## src/rtl/tug_pkg.sv

```systemverilog
// Shared constants and types for the tug-of-war player input path.
package tug_pkg;

    // Simulation-friendly debounce length; the hardware build overrides it.
    localparam int DEFAULT_DEBOUNCE_CYCLES = 4;

    // Default width of each per-player press counter.
    localparam int DEFAULT_CNT_W = 8;

    typedef logic [DEFAULT_CNT_W-1:0] press_cnt_t;

    // Button levels after inversion, shared with the light cells.
    localparam logic LEVEL_ACTIVE = 1'b1;
    localparam logic LEVEL_IDLE   = 1'b0;

    // Debounce counter width: clog2 of the run length, never below one bit.
    function automatic int debounce_cnt_w(input int cycles);
        return (cycles < 2) ? 1 : $clog2(cycles);
    endfunction

endpackage

```

## src/rtl/tug_key_debounce.sv

```systemverilog
// One button channel: inversion, two-flop synchronizer, run-length debounce
// and a rise-event strobe that is high during the cycle whose closing edge
// accepts a new pressed level.
module tug_key_debounce
    import tug_pkg::*;
#(
    parameter int DEBOUNCE_CYCLES = DEFAULT_DEBOUNCE_CYCLES
) (
    input  logic clk,
    input  logic Reset,
    input  logic key_n_i,
    output logic rise_o
);

    localparam int             CW       = debounce_cnt_w(DEBOUNCE_CYCLES);
    localparam logic [CW-1:0]  CNT_LAST = CW'(DEBOUNCE_CYCLES - 1);

    logic          sync1_q;
    logic          sync2_q;
    logic          stable_q;
    logic          stable_d;
    logic [CW-1:0] cnt_q;
    logic [CW-1:0] cnt_d;
    logic          accept;

    // Next-state for the accepted level and the disagreement run counter.
    always_comb begin
        // NOTE: every always_comb output gets a default first so no path can leave it unassigned and infer a latch.
        stable_d = stable_q;
        cnt_d    = '0;
        accept   = (sync2_q != stable_q) && (cnt_q == CNT_LAST);
        if (accept) begin
            stable_d = sync2_q;
        end else if (sync2_q != stable_q) begin
            cnt_d = cnt_q + 1'b1;
        end
    end

    // Only an accepted 0->1 transition is a press; a release is silent.
    assign rise_o = accept && (sync2_q == LEVEL_ACTIVE);

    // Synchronizer and debounce state; reset treats the key as already pressed
    // so a button held through reset release never produces a press.
    always_ff @(posedge clk) begin
        if (Reset) begin
            // NOTE: sequential state uses non-blocking assignments so every flop samples pre-edge values.
            sync1_q  <= LEVEL_ACTIVE;
            sync2_q  <= LEVEL_ACTIVE;
            stable_q <= LEVEL_ACTIVE;
            cnt_q    <= '0;
        end else begin
            sync1_q  <= ~key_n_i;
            sync2_q  <= sync1_q;
            stable_q <= stable_d;
            cnt_q    <= cnt_d;
        end
    end

endmodule

```

## src/rtl/tug_key_input.sv

```systemverilog
// Player-input front end: two debounced button channels, game-over gating,
// registered single-cycle L/R move pulses and saturating press counters.
module tug_key_input
    import tug_pkg::*;
#(
    parameter int DEBOUNCE_CYCLES = DEFAULT_DEBOUNCE_CYCLES,
    parameter int CNT_W           = DEFAULT_CNT_W
) (
    input  logic             clk,
    input  logic             Reset,
    input  logic             key_l_n,
    input  logic             key_r_n,
    input  logic             freeze,
    output logic             L,
    output logic             R,
    output logic [CNT_W-1:0] l_count,
    output logic [CNT_W-1:0] r_count
);

    logic             rise_l;
    logic             rise_r;
    logic             emit_l;
    logic             emit_r;
    logic             l_q;
    logic             r_q;
    logic [CNT_W-1:0] l_count_q;
    logic [CNT_W-1:0] l_count_d;
    logic [CNT_W-1:0] r_count_q;
    logic [CNT_W-1:0] r_count_d;

    tug_key_debounce #(
        .DEBOUNCE_CYCLES (DEBOUNCE_CYCLES)
    ) u_deb_l (
        .clk     (clk),
        .Reset   (Reset),
        .key_n_i (key_l_n),
        .rise_o  (rise_l)
    );

    tug_key_debounce #(
        .DEBOUNCE_CYCLES (DEBOUNCE_CYCLES)
    ) u_deb_r (
        .clk     (clk),
        .Reset   (Reset),
        .key_n_i (key_r_n),
        .rise_o  (rise_r)
    );

    // A press accepted while frozen is consumed: no pulse and no count.
    assign emit_l = rise_l && !freeze;
    assign emit_r = rise_r && !freeze;

    // Saturating press counters: stop at all-ones instead of wrapping.
    always_comb begin
        l_count_d = l_count_q;
        r_count_d = r_count_q;
        if (emit_l && (l_count_q != '1)) begin
            l_count_d = l_count_q + 1'b1;
        end
        if (emit_r && (r_count_q != '1)) begin
            r_count_d = r_count_q + 1'b1;
        end
    end

    // Move pulses and counters; a pending pulse is dropped by reset.
    always_ff @(posedge clk) begin
        if (Reset) begin
            l_q       <= 1'b0;
            r_q       <= 1'b0;
            l_count_q <= '0;
            r_count_q <= '0;
        end else begin
            l_q       <= emit_l;
            r_q       <= emit_r;
            l_count_q <= l_count_d;
            r_count_q <= r_count_d;
        end
    end

    assign L       = l_q;
    assign R       = r_q;
    assign l_count = l_count_q;
    assign r_count = r_count_q;

endmodule

```

## config.mk

```make
export PLATFORM = sky130hd
export DESIGN_NAME = tug_key_input
export DESIGN_NICKNAME = d
export VERILOG_FILES = /design/src/rtl/tug_pkg.sv /design/src/rtl/tug_key_debounce.sv /design/src/rtl/tug_key_input.sv
export SDC_FILE = /design/constraint.sdc
export NUM_CORES = 1
export LEC_CHECK = 0
export BUFFER_PORTS_ARGS = -buffer_cell sky130_fd_sc_hd__buf_4
export CORE_MARGIN = 4
export CORE_UTILIZATION = 55
export CTS_BUF_LIST = sky130_fd_sc_hd__clkbuf_8
export DETAILED_ROUTE_END_ITERATION = 10
export PLACE_DENSITY_LB_ADDON = 0.2
export SLEW_MARGIN = 5
export SYNTH_ARGS = -nofsm -noshare
export SYNTH_HDL_FRONTEND = slang
export SYNTH_HIERARCHICAL = 1
export SYNTH_SLANG_ARGS = --single-unit
```

## constraint.sdc

```tcl
create_clock -name clk -period 1.8 [get_ports clk]
set_input_delay 0.36 -clock clk [delete_from_list [all_inputs] [get_ports clk]]
set_output_delay 0.36 -clock clk [all_outputs]
set_load 0.005 [all_outputs]
```

==> results.cfg <==
[setup_path]
crit_start = u_deb_r/cnt_q[0]
cp.depth = 6
cp.required_ns = 1.99
cp_slowest_cell = dfxtp_1
reg2reg_to = r_count[7]
r2r_start = u_deb_r/cnt_q[0]
cp_slowest_stage_delay_ns = 0.35
end_kind = flip-flop
worstSetupStartpointType = flip-flop
endpoint = r_count[7]
crit_buf_inv = 0
r2r_cells = 6
crit_arrival_ns = 1.87
critPathMaxFanout = 6
cp_top_family = simple AND/OR/NAND/NOR gates
crit_type = flip-flop to flip-flop
r2r_slack_ns = 0.13
cp_cell_sequence = ha_1 -> nand2_1 -> nor2_1 -> and4b_1 -> a41oi_1 -> a211oi_2

[clock_tree]
clkTransAtPathRegs_ns = 0.09
cts_sinks = 28
htreeDepth = 1
cts-buffers-inserted = 3
clkLatencyLatePin_ns = 0.26
clk_path_buf_depth = 2
cts-resized-gates = 0
postCtsSetupRepairBufs = 0
ctsHoldBuffers = 0
cts_tree = yes
cts-root-buf = clkbuf_8

[power_and_ir_drop]
power.share.clock_pct = 33.1
p_seq_share_pct = 63.7
power.density_nw_per_um2 = 641
power.switching_mw = 0.194
power_leakage_nw = 0.598
sw_frac_of_total_pct = 19.7
pwr-share-comb_pct = 3.2
peakVddDrop_mv = 0.486
p_int_mw = 0.790

[cells_and_area]
fillers = 198
drive_gt1_share_pct = 25.5
num_antenna_cells = 0
layout.nets = 160
syn2layout_area_growth_pct = 16.1

[min_path]
hold_class = input pin to flip-flop

[yosys]
syn_nets = 139
synth_edf_count = 0
synth_flop_cell = dfxtp_1
avgSynthCellArea_sq_um = 10.2
yosysWarnings = 6
ys_seq_area_share_pct = 42.5
async_reset_ff_share_pct = 0
synth.distinct_cells = 37
syn-instance-count = 130
syn_area_sq_um = 1320
synth-seq-cells = 28

[timing]
fin_tns_setup_ns = 0
max-slew-margin-rel_pct = 75.4
skew_ns = 0.00503
period_share_pct = 92.9
slew_violations = 0
clock.fmax_mhz = 598
setup_viol = 0
tightest_slew_ns = 0.368
period_needed_ns = 1.67
hold_ws_ns = 0.253
rsz0062_at_grt = false
hold_viol = 0

[grt]
grt_util_all_layers_pct = 15.2
antenna_found_initial = 0
overflow = 0
grt_first_pass_wirelength_mm = 4.07
grt_pass1_vias = 952
grt_max_degree = 35

[detailed_routing]
ant_nets = 0
drc_errors = 0
drt_iter0_drc = 9
drt_first_pass_iters = 4
routed_wl_mm = 2.41
routedWlPerCell_um = 13.6
vias = 1056
viasPerCell = 5.97

[die]
start_util_pct = 58.5
row_count = 17
die_h_um = 57.0
die-area_sq_um = 3250
chipWidth_um = 57.0
num_io_pins = 23
coreArea_sq_um = 2250

[placed_design]
gp_congestion = 0.722
port_buffers = 22
hpwlAfterDp_mm = 1.72

[outcome]
outcome = finished clean

[job]
max_cap_viol_count = 0
## per-stage QoR
stage          utilization, %  instance area [sq um]  power, mW  setup slack [ns]  cells
4_1_cts                  67.6                   1530      0.996             0.155    177
2_1_floorplan               -                   1320      0.659             0.354    130
6_report                 68.0                   1530      0.983             0.128    177
3_3_place_gp             65.8                   1480      0.672             0.234    174
5_1_grt                  68.0                   1530       1.02            0.0119    177
3_5_place_dp             65.8                   1480      0.673             0.177    174
## how the worst min path moves through the flow
| stage | startpoint | to | slack (ns) | depth (start not counted) |
|---|---|---|---|---|
| 4_1_cts | key_r_n | u_deb_r/sync1_q | 0.25 | 2 |
| 5_1_grt | key_r_n | u_deb_r/sync1_q | 0.24 | 2 |
| 3_5_place_dp | u_deb_l/sync1_q | u_deb_l/sync2_q | 0.39 | 1 |
| 6_report | key_r_n | u_deb_r/sync1_q | 0.25 | 2 |
| 2_1_floorplan | u_deb_l/sync1_q | u_deb_l/sync2_q | 0.39 | 1 |
| 3_3_place_gp | u_deb_r/sync1_q | u_deb_r/sync2_q | 0.39 | 1 |
## kinds of logic after synthesis
logic type	count (synthesis)	synth area share (%)
buf+inv	6	2.75
xor+xnor	2	1.33
flops	28	42.5
simple gates	59	30.5
fa+ha+maj	4	3.79
compound gates	27	15.6
mux	4	3.51
## power by group through the flow
stage          Clock, mW  Sequential, mW  Combinational [mW]
6_report           0.325           0.627              0.0314
5_1_grt            0.360           0.628              0.0350
4_1_cts            0.337           0.627              0.0316
3_5_place_dp           0           0.641              0.0318
3_3_place_gp           0           0.641              0.0306
2_1_floorplan          0           0.641              0.0180
## cell type report
cell class,instances,area [sq um],area share (%)
Multi-Input combinational cell,96,731,47.7
Tap cell,28,35.0,2.29
Sequential cell,28,561,36.6
Clock buffer,3,41.3,2.69
Timing Repair Buffer,22,165,10.8
## registers in the layout (all words and copies together) (netlist names)
signal / count
u_deb_l/sync2_q: 1
u_deb_r/cnt_q: 2
l_count: 8
u_deb_l/cnt_q: 2
u_deb_r/sync1_q: 1
u_deb_l/stable_q: 1
L: 1
R: 1
r_count: 8
u_deb_l/sync1_q: 1
u_deb_r/sync2_q: 1
u_deb_r/stable_q: 1
## cells in the final DEF (no fill, tap or decap), types with 3 or more instances in the layout
| cell type | Yosys | final |
|---|---|---|
| a311oi_1 | 3 | 3 |
| a41oi_1 | 4 | 4 |
| nor2_1 | 6 | 5 |
| nand3b_1 | 4 | 4 |
| and4_1 | 5 | 5 |
| and4b_1 | 4 | 4 |
| nand4_1 | 3 | 3 |
| nor3_1 | 5 | 5 |
| dfxtp_1 | 28 | 28 |
| buf_4 | 3 | 22 |
| nand2b_1 | 10 | 10 |
| a21oi_1 | 8 | 8 |
| clkbuf_8 | 0 | 3 |
| and2_1 | 3 | 3 |
| ha_1 | 4 | 4 |
| nor2b_1 | 3 | 3 |
## per-layer routing
layer / GRT usage, % / share of wire (%) / routed length, um / vias to the layer above
li1: - / - / - / 537
met1: 19.7 / 47 / 1120 / 498
met2: 25.1 / 50 / 1200 / 19
met3: 3.17 / 3.0 / 72 / 2
met4: 4.97 / 0.62 / 15 / 0
met5: 0 / 0 / 0 / -
## Yosys cell counts (4+ instances only)
cell / instances / area share (%)
a41oi_1: 4 / 2.7
nor3_1: 5 / 1.9
nand2b_1: 10 / 4.7
and4b_1: 4 / 3.0
a21oi_1: 8 / 3.0
nand3b_1: 4 / 2.3
ha_1: 4 / 3.8
and4_1: 5 / 3.3
nor2_1: 6 / 1.7
dfxtp_1: 28 / 42
(Power assumes the default switching activity.)
